## src/rtl/mod_counter_fsm.sv

```systemverilog
// Modulo up/down counter with an IDLE/RUN/DONE control FSM, wrap or one-shot
// terminal behaviour, clamped synchronous load and a registered terminal pulse.
module mod_counter_fsm #(
  parameter int WIDTH   = 10,
  parameter int MODULUS = 1000
) (
  input  logic             clk,
  input  logic             reset,
  input  logic             en,
  input  logic             up,
  input  logic             oneshot,
  input  logic             load,
  input  logic [WIDTH-1:0] din,
  output logic [WIDTH-1:0] q,
  output logic             tc,
  output logic             running,
  output logic             done
);

  localparam logic [1:0] IDLE = 2'd0;
  localparam logic [1:0] RUN  = 2'd1;
  localparam logic [1:0] DONE = 2'd2;

  localparam logic [WIDTH-1:0] MAX_VAL = WIDTH'(MODULUS - 1);
  // One extra bit so MODULUS == 2**WIDTH is representable for the range check.
  localparam logic [WIDTH:0]   MOD_EXT = (WIDTH + 1)'(MODULUS);

  logic [1:0]       state_q, state_d;
  logic [WIDTH-1:0] count_q, count_d;
  logic             tc_q, tc_d;
  logic             din_in_range;
  logic             at_terminal;

  assign din_in_range = ({1'b0, din} < MOD_EXT);
  assign at_terminal  = up ? (count_q == MAX_VAL) : (count_q == '0);

  always_comb begin
    state_d = state_q;
    count_d = count_q;
    tc_d    = 1'b0;
    if (load) begin
      count_d = din_in_range ? din : MAX_VAL;
      state_d = IDLE;
    end else if (en && (state_q != DONE)) begin
      state_d = RUN;
      if (at_terminal) begin
        tc_d = 1'b1;
        if (oneshot) begin
          state_d = DONE;
        end else begin
          count_d = up ? '0 : MAX_VAL;
        end
      end else begin
        count_d = up ? (count_q + 1'b1) : (count_q - 1'b1);
      end
    end
  end

  always_ff @(posedge clk) begin
    if (reset) begin
      state_q <= IDLE;
      count_q <= '0;
      tc_q    <= 1'b0;
    end else begin
      state_q <= state_d;
      count_q <= count_d;
      tc_q    <= tc_d;
    end
  end

  assign q       = count_q;
  assign tc      = tc_q;
  assign running = (state_q == RUN);
  assign done    = (state_q == DONE);

endmodule
```

## config.mk

```make
export PLATFORM = sky130hd
export DESIGN_NAME = mod_counter_fsm
export DESIGN_NICKNAME = d
export VERILOG_FILES = /design/src/rtl/mod_counter_fsm.sv
export SDC_FILE = /design/constraint.sdc
export NUM_CORES = 1
export LEC_CHECK = 0
export ABC_AREA = 1
export BUFFER_PORTS_ARGS = -buffer_cell sky130_fd_sc_hd__buf_2
export CAP_MARGIN = 20
export CORE_MARGIN = 2
export CORE_UTILIZATION = 54
export CTS_CLUSTER_SIZE = 14
export DETAILED_ROUTE_END_ITERATION = 7
export GPL_TIMING_DRIVEN = 0
export PLACE_DENSITY_LB_ADDON = 0.25
export SYNTH_ARGS = -nofsm -noshare
export SYNTH_HDL_FRONTEND = slang
export SYNTH_SLANG_ARGS = --single-unit
export TNS_END_PERCENT = 20
```

## constraint.sdc

```tcl
create_clock -name clk -period 2.1 [get_ports clk]
set_input_delay 0.21 -clock clk [delete_from_list [all_inputs] [get_ports clk]]
set_output_delay 0.21 -clock clk [all_outputs]
set_load 0.1 [all_outputs]
```

==> run metrics <==
status finished, final reports clean; Setup crit start kind flop; yosys warns 0; row count 17; aggregate routed wire length 3220 um; global placer's final weighted congestion 0.903; Critical-path top delay cell fa_1; Sink Count 13; Post-CTS Hold Fix Bufs 0; top-count cell post-synth nand2_1; Initial Util 0.571; Crit path arrival time 1.91 ns; relative slew slack 0.678; Slew Limit Fails 0; FFs w/ async S/R, synth 0; HP Class in -> reg; Mapped Area between 1000 and 1500 um2; via total after detailed routing between 1000 and 1500; GRT Total Usage 0.264; Synth Register Bits 13; top cells by area, synth dfxtp_1 (21%), nand2_1 (18%), nor2_1 (11%); final non-filler cell total 277; Layout fillers 228; die area 2740 um2; top cell type by total area after synthesis dfxtp_1; met3 Use GR 0.0600; GR peak layer met2; largest net degree at the start of global routing 11; first-pass GRT wire length 5360 um; Port Buffers 27; Iter 0 DRT Violations 37; VDD IR max 0.632 mV; PnR worst setup slack 0.370 ns; detailed-routing iteration count for the pre-antenna-repair pass 4; clock buffer depth 2; Reg2Reg Depth 9; remaining antenna violation count after routing 0; initial antenna violation count 0; Netlist cell types 26; post-route clock skew 0.000254 ns; Worst Setup End Kind flop; Worst Hold Depth 3; H-tree depth 1; Setup TNS Final 0 ns; chip height 52.4 um; clock-pin transition on the worst setup and hold timing paths ~0.080 ns; DP HPWL 2640 um; LEAKAGE 0.828 nW; diode count 0; CP Class reg -> reg; top-area cell type share of the netlist area 0.206; setup repair bufs after CTS 0; Die Wd 52.4 um; Syn Nets 243; Critical Path, Cell by Cell inv_1, fa_1, inv_1, nand2_1, nand3_1, xor2_1, o21ai_0, nor2_1, nor2_1; vias in the first global route 1240; I/O pin cnt 29; Final Hold Viols 0; Max-cap violations 0; met1 Use GR 0.361; Post-Place Cells 273; pwr dens 673 nW/um2; CP Max Fanout 6; post-CTS resize count 0; core area 2210 um2; ys flop type dfxtp_1; cells after synthesis 218; RSZ-0062 raised after global routing no; Avg WL per Cell about 12 um; Final Cycle Share 0.824; total CTS buffers 3; Worst-Margin Slew 0.486 ns; Min Clock Period, post-route ~1.7 ns; Max Clk Rate 578 MHz; number of synthesized flops with an enable pin 0; Finish-stage setup viols 0; CTS root buf clkbuf_4; Clock Latency Late Sink between 0.2 and 0.3 ns; Seq/Total Area, Yosys 0.206; global route overflow 0; syn_area_per_cell 5.80 um2; CTS tree yes; Final #Nets 275; dpl ws 0.224 ns; WHS 0.208 ns; max incr delay on CP 0.44 ns; layout cells sized above 1 0.189; routing usage on met2 0.431; WP data required 2.28 ns; top cells by count, synth nand2_1 (61), nor2_1 (37), inv_1 (35); drc violations 0; vias per cell 5.06; Layout area overhead 16.2%
==> layout make-up <==
cell class                 count  area [um2]  share of cell area
buffer                         3        23.8              0.0162
clock buffer                   4        26.3              0.0179
inverter                      35         131              0.0894
multi-input combinational    167         851               0.579
sequential                    13         267               0.181
tap                           28        35.0              0.0239
timing repair buffer          27         135              0.0920
==> cells in the final DEF, fill, tap and decap left out, types with 2 or more instances in the layout <==
master	n
inv_1	35
nand2_4	2
nand4_1	3
nor2_1	36
xor2_1	2
dfxtp_2	5
o21ai_0	5
clkbuf_4	3
nor3_2	2
nor3_1	2
ha_1	8
xnor2_1	2
dfxtp_1	8
nand2_1	61
a21oi_1	19
buf_2	28
nand3_1	14
clkbuf_1	2
nor2_2	3
==> logic make-up (layout without fill, tap and decap cells) <==
family                     Yosys count  after routing  share of synthesized area
and+or+nand+nor                    126            126                      0.431
buffers and inverters               38             69                      0.123
AOI/OAI and AO/OA                   28             28                      0.118
DFF                                 13             13                      0.206
adders and majority gates            9              9                     0.0951
xor gates and xnor gates             4              4                     0.0277
==> worst max-delay path: cells and delay by family (launching register included) <==
kind	cells	cell delay, ns
adder cells (fa/ha/maj)	1	0.44
flip-flops	1	0.39
AND/OR/NAND/NOR	4	0.31
buffers and inverters	2	0.20
XOR/XNOR	1	0.18
AO/OA/AOI/OAI	1	0.11
==> metal layers <==
| layer | vias up | wire length (um) |
|---|---|---|
| met5 | - | 0 |
| met4 | 0 | 9 |
| met3 | 2 | 177 |
| li1 | 744 | - |
| met2 | 37 | 1480 |
| met1 | 619 | 1560 |
==> power by group <==
part / internal [mW] / leakage (nW) / switching [mW] / total [mW]
combinational: 0.145 / 0.704 / 0.377 / 0.522
sequential: 0.272 / 0.109 / 0.0331 / 0.305
clock: 0.0738 / 0.0150 / 0.0880 / 0.162
total: 0.491 / 0.828 / 0.498 / 0.989
==> metrics by stage <==
stage                     cell area [um2]   util  total power [mW]
after detailed placement             1440  0.652             0.828
after global routing                 1470  0.664              1.06
final                                1470  0.664             0.989
after CTS                            1470  0.664             0.988
after floorplan                      1270      -             0.724
after global placement               1440  0.652             0.820
==> worst paths after layout <==
check                   from         end  slack, ns
hold / removal            en  state_q[1]       0.21
hold reg to reg   state_q[1]  state_q[1]       0.50
setup reg to reg        q[0]        q[4]       0.37
setup / recovery        q[0]        q[4]       0.37
==> registers in the layout, summed over array words and instances (netlist names) <==
register  flops
state_q       2
tc            1
q            10
Power figures use the tool's default switching activity.
